<file path="src/rtl/mem_access_ctrl.sv">
`default_nettype none
// ============================================================================
//  Module   : mem_access_ctrl
//  Brief    : Sequences fetch and load/store accesses onto the unified memory,
//             capturing read data into IR/MDR and pulsing a completion flag.
//  Revision : 1.0  initial release
// ============================================================================
module mem_access_ctrl #(
    parameter int ADDRESS_WIDTH = 32,
    parameter int DATA_WIDTH    = 32,
    parameter int MEM_LATENCY   = 2
) (
    input  logic                     Clk,
    input  logic                     Reset_n,
    input  logic                     FetchReq,
    input  logic [ADDRESS_WIDTH-1:0] PC,
    input  logic                     DataReq,
    input  logic                     DataWe,
    input  logic [ADDRESS_WIDTH-1:0] DataAddr,
    input  logic [DATA_WIDTH-1:0]    DataWData,
    output logic                     Busy,
    output logic                     FetchDone,
    output logic                     DataDone,
    output logic                     AlignErr,
    output logic [DATA_WIDTH-1:0]    IR,
    output logic [DATA_WIDTH-1:0]    MDR,
    output logic [ADDRESS_WIDTH-1:0] Address,
    output logic [DATA_WIDTH-1:0]    WriteData,
    output logic                     MemWrite,
    output logic                     IorD,
    input  logic [DATA_WIDTH-1:0]    MemData
);

    localparam logic [3:0] c_LAST_CNT = 4'(MEM_LATENCY - 1);

    typedef enum logic [1:0] {
        IDLE   = 2'd0,
        ACCESS = 2'd1,
        DONE   = 2'd2
    } stateT;

    stateT                     r_state;
    stateT                     w_stateNext;
    logic [3:0]                r_count;
    logic [3:0]                w_countNext;
    logic                      r_isStore;
    logic                      w_isStoreNext;
    logic                      r_isData;
    logic                      w_isDataNext;
    logic [ADDRESS_WIDTH-1:0]  w_reqAddr;
    logic                      w_misaligned;
    logic [ADDRESS_WIDTH-1:0]  w_addressNext;
    logic [DATA_WIDTH-1:0]     w_writeDataNext;
    logic [DATA_WIDTH-1:0]     w_irNext;
    logic [DATA_WIDTH-1:0]     w_mdrNext;
    logic                      w_iorDNext;
    logic                      w_memWriteNext;
    logic                      w_fetchDoneNext;
    logic                      w_dataDoneNext;
    logic                      w_alignErrNext;
    logic                      w_busyNext;

    // A data request always wins over a simultaneous fetch.
    assign w_reqAddr    = DataReq ? DataAddr : PC;
    assign w_misaligned = (w_reqAddr[1:0] != 2'b00);

    always_comb begin
        w_stateNext     = r_state;
        w_countNext     = r_count;
        w_isStoreNext   = r_isStore;
        w_isDataNext    = r_isData;
        w_addressNext   = Address;
        w_writeDataNext = WriteData;
        w_iorDNext      = IorD;
        w_irNext        = IR;
        w_mdrNext       = MDR;
        w_memWriteNext  = 1'b0;
        w_fetchDoneNext = 1'b0;
        w_dataDoneNext  = 1'b0;
        w_alignErrNext  = 1'b0;
        case (r_state)
            IDLE: begin
                if (DataReq || FetchReq) begin
                    w_isDataNext  = DataReq;
                    w_isStoreNext = DataReq && DataWe;
                    w_addressNext = w_reqAddr;
                    w_iorDNext    = DataReq;
                    w_countNext   = c_LAST_CNT;
                    if (DataReq) begin
                        w_writeDataNext = DataWData;
                    end
                    if (w_misaligned) begin
                        w_stateNext     = DONE;
                        w_alignErrNext  = 1'b1;
                        w_dataDoneNext  = DataReq;
                        w_fetchDoneNext = !DataReq;
                    end else begin
                        w_stateNext    = ACCESS;
                        // Single-cycle memory: the write cycle is the first access cycle.
                        w_memWriteNext = (DataReq && DataWe) && (c_LAST_CNT == 4'd0);
                    end
                end
            end
            ACCESS: begin
                if (r_count == 4'd0) begin
                    w_stateNext = DONE;
                    if (!r_isStore) begin
                        if (r_isData) begin
                            w_mdrNext = MemData;
                        end else begin
                            w_irNext = MemData;
                        end
                    end
                    w_dataDoneNext  = r_isData;
                    w_fetchDoneNext = !r_isData;
                end else begin
                    w_countNext    = r_count - 4'd1;
                    w_memWriteNext = r_isStore && (r_count == 4'd1);
                end
            end
            DONE: begin
                w_stateNext = IDLE;
            end
            default: begin
                w_stateNext = IDLE;
            end
        endcase
        w_busyNext = (w_stateNext != IDLE);
    end

    always_ff @(posedge Clk) begin
        if (!Reset_n) begin
            r_state   <= IDLE;
            r_count   <= 4'd0;
            r_isStore <= 1'b0;
            r_isData  <= 1'b0;
            Busy      <= 1'b0;
            FetchDone <= 1'b0;
            DataDone  <= 1'b0;
            AlignErr  <= 1'b0;
            IR        <= '0;
            MDR       <= '0;
            Address   <= '0;
            WriteData <= '0;
            MemWrite  <= 1'b0;
            IorD      <= 1'b0;
        end else begin
            r_state   <= w_stateNext;
            r_count   <= w_countNext;
            r_isStore <= w_isStoreNext;
            r_isData  <= w_isDataNext;
            Busy      <= w_busyNext;
            FetchDone <= w_fetchDoneNext;
            DataDone  <= w_dataDoneNext;
            AlignErr  <= w_alignErrNext;
            IR        <= w_irNext;
            MDR       <= w_mdrNext;
            Address   <= w_addressNext;
            WriteData <= w_writeDataNext;
            MemWrite  <= w_memWriteNext;
            IorD      <= w_iorDNext;
        end
    end

endmodule
`default_nettype wire

</file>
<file path="config.mk">
export PLATFORM = sky130hd
export DESIGN_NAME = mem_access_ctrl
export DESIGN_NICKNAME = d
export VERILOG_FILES = /design/src/rtl/mem_access_ctrl.sv
export SDC_FILE = /design/constraint.sdc
export NUM_CORES = 1
export LEC_CHECK = 0
export CAP_MARGIN = 20
export CELL_PAD_IN_SITES_DETAIL_PLACEMENT = 1
export CELL_PAD_IN_SITES_GLOBAL_PLACEMENT = 1
export CORE_ASPECT_RATIO = 1.1
export CORE_MARGIN = 5
export CORE_UTILIZATION = 32
export CTS_BUF_LIST = sky130_fd_sc_hd__clkbuf_2
export DETAILED_ROUTE_END_ITERATION = 8
export GPL_TIMING_DRIVEN = 0
export PLACE_DENSITY_LB_ADDON = 0.1
export SLEW_MARGIN = 30
export SYNTH_ARGS = -nofsm -noshare
export SYNTH_HDL_FRONTEND = slang
export SYNTH_SLANG_ARGS = --single-unit
</file>
<file path="constraint.sdc">
create_clock -name Clk -period 4.5 [get_ports Clk]
set_clock_uncertainty 0.1 [all_clocks]
set_input_delay 0.9 -clock Clk [delete_from_list [all_inputs] [get_ports Clk]]
set_output_delay 0.9 -clock Clk [all_outputs]
set_load 0.03 [all_outputs]
</file>
# Yosys cells after proc, flatten, opt, wreduce, memory -nomap -nowiden
# Cells that the tools add are included.
# word_totals
latchBits	0
input_bits	133
output_inout_bits	134
ramBits	0
ff_bits	141
n_memories	0
wordCells	56
romBits	0
# op_classes
n_mul	0
bitwise	4
eq_ne	4
n_lt_le_gt_ge	0
n_div	0
shifts	0
n_mux	17
n_reduce_logical	17
add_sub_neg	1
# ops
op	n
$mux W32	1
$reduce_and A3 Y1	3
$mux W4	2
$pmux W4 S2	1
$reduce_and A4 Y1	2
$mux W1	7
$mux W2	3
$reduce_bool A2 Y1	3
$eq A4 B1 Y1 const B	1
$logic_not A4 Y1	1
$ne A2 B2 Y1 const B	2
$not A1 Y1	4
$pmux W1 S2	2
$pmux W2 S2	1
$sub A4 B1 Y4 const B	1
$reduce_or A3 Y1	1
$eq A2 B1 Y1 const B	1
$logic_and A1 B1 Y1	2
$logic_not A1 Y1	2
$logic_not A2 Y1	1
$reduce_and A2 Y1	1
$logic_or A1 B1 Y1	1

# Depth between registers and ports, before layout
# depth
depth_word	6
depth_mapped	7
ltp_nobuf	5

# Worst setup path after synthesis
# No wires, ideal clock.
# synth_path
path_type	input -> register
startpoint	input DataReq
endpoint	register DataDone
setup_slack_ps	2489
t_arrival_ps	1841
n_path_buf	1
path_stages	4
setup_ps	70
required_ps	4330
cell_sequence	or3b_1 > buf_2 > or3_1 > a21oi_1
# synth_between
elab_chain_len	5
elab_cells_between_ends	6
classes_between	mux: 4; reduce/logical: 2
# synth_lines
element	line	text
start: declaration	17	input logic DataReq,
$mux W32	64	assign w_reqAddr = DataReq ? DataAddr : PC;
$reduce_bool A2 Y1	65	assign w_misaligned = (w_reqAddr[1:0] != 2'b00);
$mux W1	92	if (w_misaligned) begin
$mux W1 *	83	if (DataReq || FetchReq) begin
$pmux W1 S2 *	81	case (r_state)
end signal: assignment	154	DataDone <= w_dataDoneNext;
end: declaration	23	output logic DataDone,
# Mark *: on every way between the ends. The rest lies on a longest branch, timed or not.
# A chain may end at the register's enable or synchronous reset.

==> impl_metrics.py <==
metrics = {
    "run_status": {
        "outcome": "completed",
    },
    "pwr": {
        "netSwitchingPower_uw": 959.7,
        "power_frac_seq": 0.470,
        "power_frac_clock": 0.276,
        "p_comb_frac": 0.254,
        "power_density_mw_per_mm2": 330.4,
        "p_leak_nw": 3.079,
        "p_sw_frac": 0.3299,
        "internal-power_mw": 1.949,
        "ir_worst_vdd_v": 0.0001402,
    },
    "cells_and_area": {
        "fin_util": 0.5155,
        "final_cells": 1184,
        "n_fill_cell": 2020,
        "final_nets": 1073,
        "drive_above_1_share": 0.06006,
        "seq_area_mm2": 0.002823,
        "multi_input_area_mm2": 0.002469,
        "syn2layout_area_growth_pct": 57.55,
    },
    "floorplanning": {
        "die_y_um": 148.6,
        "fp.dieW_um": 136.0,
        "die_area_mm2": 0.02021,
        "start_util": 0.3272,
        "io_pins": 267,
        "core_area_mm2": 0.01708,
        "placementRows": 50,
    },
    "route": {
        "wl_um": 22210,
        "initialDrtViolationCount": 239,
        "post_drt_wl_per_cell_um": 18.75,
        "viasPerCell": 5.055,
        "ant_nets": 0,
        "drc": 0,
        "firstDrtPassIters": 4,
        "vias": 5985,
    },
    "global_routing": {
        "grt_pass1_vias": 6675,
        "grt_max_degree": 17,
        "gr-usage-all-layers": 0.2182,
        "antenna_found_initial": 1,
        "grt_pass1_wl_um": 34880,
        "grt_overflow_total": 0,
    },
    "run": {
        "maxCapViolations": 0,
    },
    "setup_path": {
        "path_max_fanout": 8,
        "r2r-start": "r_count[0]",
        "cp-start-kind": "flop",
        "cp-end-kind": "output pin",
        "path_cells": "clkdlybuf4s50_1",
        "worst_path_largest_cell_delay_ps": 780,
        "required_ps": 3500,
        "crit_start": "r_isData",
        "crit_arrival_ps": 1990,
        "crit_buf_inv": 1,
        "cpLargestDelayFamily": "buffers and inverters",
        "critPathSlowestCell": "clkdlybuf4s50_1",
        "crit_type": "reg -> out",
    },
    "placed_design": {
        "gp_congestion": 0.8214,
        "portBuffers": 266,
        "hpwl_um": 17420,
        "dp.cells": 1152,
    },
    "clock_tree": {
        "hold_buffers": 0,
        "insertion_delay_ps": 700,
        "cts_root_buf": "clkbuf_2",
        "cts_buffers": 17,
        "post_cts_buffers": 0,
        "h-tree-depth": 4,
        "clk_pin_slew_ps": 210,
        "clock-sinks": 141,
        "cts_tree": "built",
        "cts_buffer_depth": 2,
        "postCtsResizedCells": 0,
    },
    "synthesis": {
        "ys_warn_count": 0,
        "synthTopCellsByArea": "dfxtp_1 51%, a21oi_1 12%, nand3_1 5.9%",
        "avgSynthCellArea_um2": 8.570,
        "synthFlopType": "dfxtp_1",
        "syn_nets": 788,
        "synth_seq_area_share": 0.5052,
        "synth_edf_count": 0,
        "async_reset_ff_frac": 0,
        "yosysTopAreaCell": "dfxtp_1",
        "ys_ff_latch": 141,
        "synth_top_area_frac": 0.5052,
        "ys_types": 36,
        "netlist_area_mm2": 0.005588,
        "syn_inst": 652,
    },
    "min_path": {
        "hp-class": "reg -> reg",
        "min_from": "WriteData[12]",
    },
    "timing": {
        "setup_viol": 0,
        "hold_viol": 0,
        "fin_crit_ps": 2991,
        "max_freq_mhz": 334.3,
        "tightest_slew_ps": 653.1,
        "setup_tns_ps": 0,
        "drv_slew": 0,
        "fin_crit_sh": 0.6648,
        "slew_headroom": 0.5646,
        "grt_setup_unrepaired": "false",
    },
}
[metrics by stage]
step	hold slack, ps	worst slack, ps	area [µm²]	power, mW
6_report	371.3	1509	8803	2.909
5_1_grt	392.6	1349	8803	3.062
4_1_cts	374.3	1416	8801	2.947
3_5_place_dp	350.0	1439	8543	2.133
2_1_floorplan	355.8	2489	5588	1.763
3_3_place_gp	342.3	1514	8543	2.113
[registers in the layout, indices dropped and copies added (netlist names)]
name and count:
MemWrite 1, IR 32, r_isStore 1, DataDone 1
MDR 32, r_state 2, Busy 1, r_isData 1
FetchDone 1, AlignErr 1, WriteData 32, r_count 4
Address 32
[routing by layer]
metal  routed length (µm)  track usage  up-vias
met3                 1992      0.08491       32
met2                11190       0.3934      209
met5                    0            0        -
met4                  499      0.07107        0
li1                     -            -     2900
met1                 8520       0.2327     2844
[path summary, 6_finish.rpt]
| check | end | slack, ps | cells after the start |
|---|---|---|---|
| worst max-delay path | IorD | 1510 | 1 |
| worst min-delay path | WriteData[12] | 370 | 2 |
| worst max register to register | IR[21] | 2330 | 7 |
| worst min register to register | WriteData[12] | 370 | 2 |
[synth_stat cells (5+ instances only)]
master	n
nand3_1	66
a21oi_1	136
clkbuf_1	45
o21ai_0	56
inv_1	5
a211oi_1	35
nand2_1	67
buf_2	18
mux2i_1	32
o21ai_1	11
nor2_1	5
dfxtp_1	141
[final cells by class]
type / count / area share
Antenna cell: 1 / 0.0002843
Clock buffer: 18 / 0.01023
Timing Repair Buffer: 266 / 0.3024
Buffer: 65 / 0.03113
Clock inverter: 13 / 0.01904
Multi-Input combinational cell: 440 / 0.2804
Sequential cell: 141 / 0.3206
Tap cell: 234 / 0.03326
Inverter: 6 / 0.002558
[layout by cell type (no fill, tap or decap), drive strengths merged, types with 5 or more instances in the layout]
| cell | synthesis | routed |
|---|---|---|
| a211oi | 35 | 35 |
| mux2i | 32 | 32 |
| a21oi | 136 | 136 |
| clkdlybuf4s50 | 0 | 266 |
| clkbuf | 45 | 63 |
| dfxtp | 141 | 141 |
| inv | 6 | 8 |
| clkinvlp | 0 | 5 |
| nor2 | 5 | 5 |
| nand3 | 66 | 66 |
| buf | 20 | 20 |
| o21ai | 67 | 67 |
| nand2 | 67 | 67 |
[power by group through the flow]
stage / clock [mW] / combinational, mW / sequential (mW)
after floorplan: 0 / 0.239 / 1.52
after global placement: 0 / 0.725 / 1.39
after detailed placement: 0 / 0.742 / 1.39
after CTS: 0.833 / 0.746 / 1.37
after global routing: 0.889 / 0.794 / 1.38
final: 0.803 / 0.738 / 1.37
[cell families after synthesis]
logic type,after synthesis,synth area share
buffers and inverters,71,0.05307
flip-flops,141,0.5052
AND/OR/NAND/NOR,163,0.1426
multiplexers,32,0.05732
adder cells (fa/ha/maj),3,0.006718
AO/OA/AOI/OAI,242,0.2351
(Power assumes the default switching activity.)
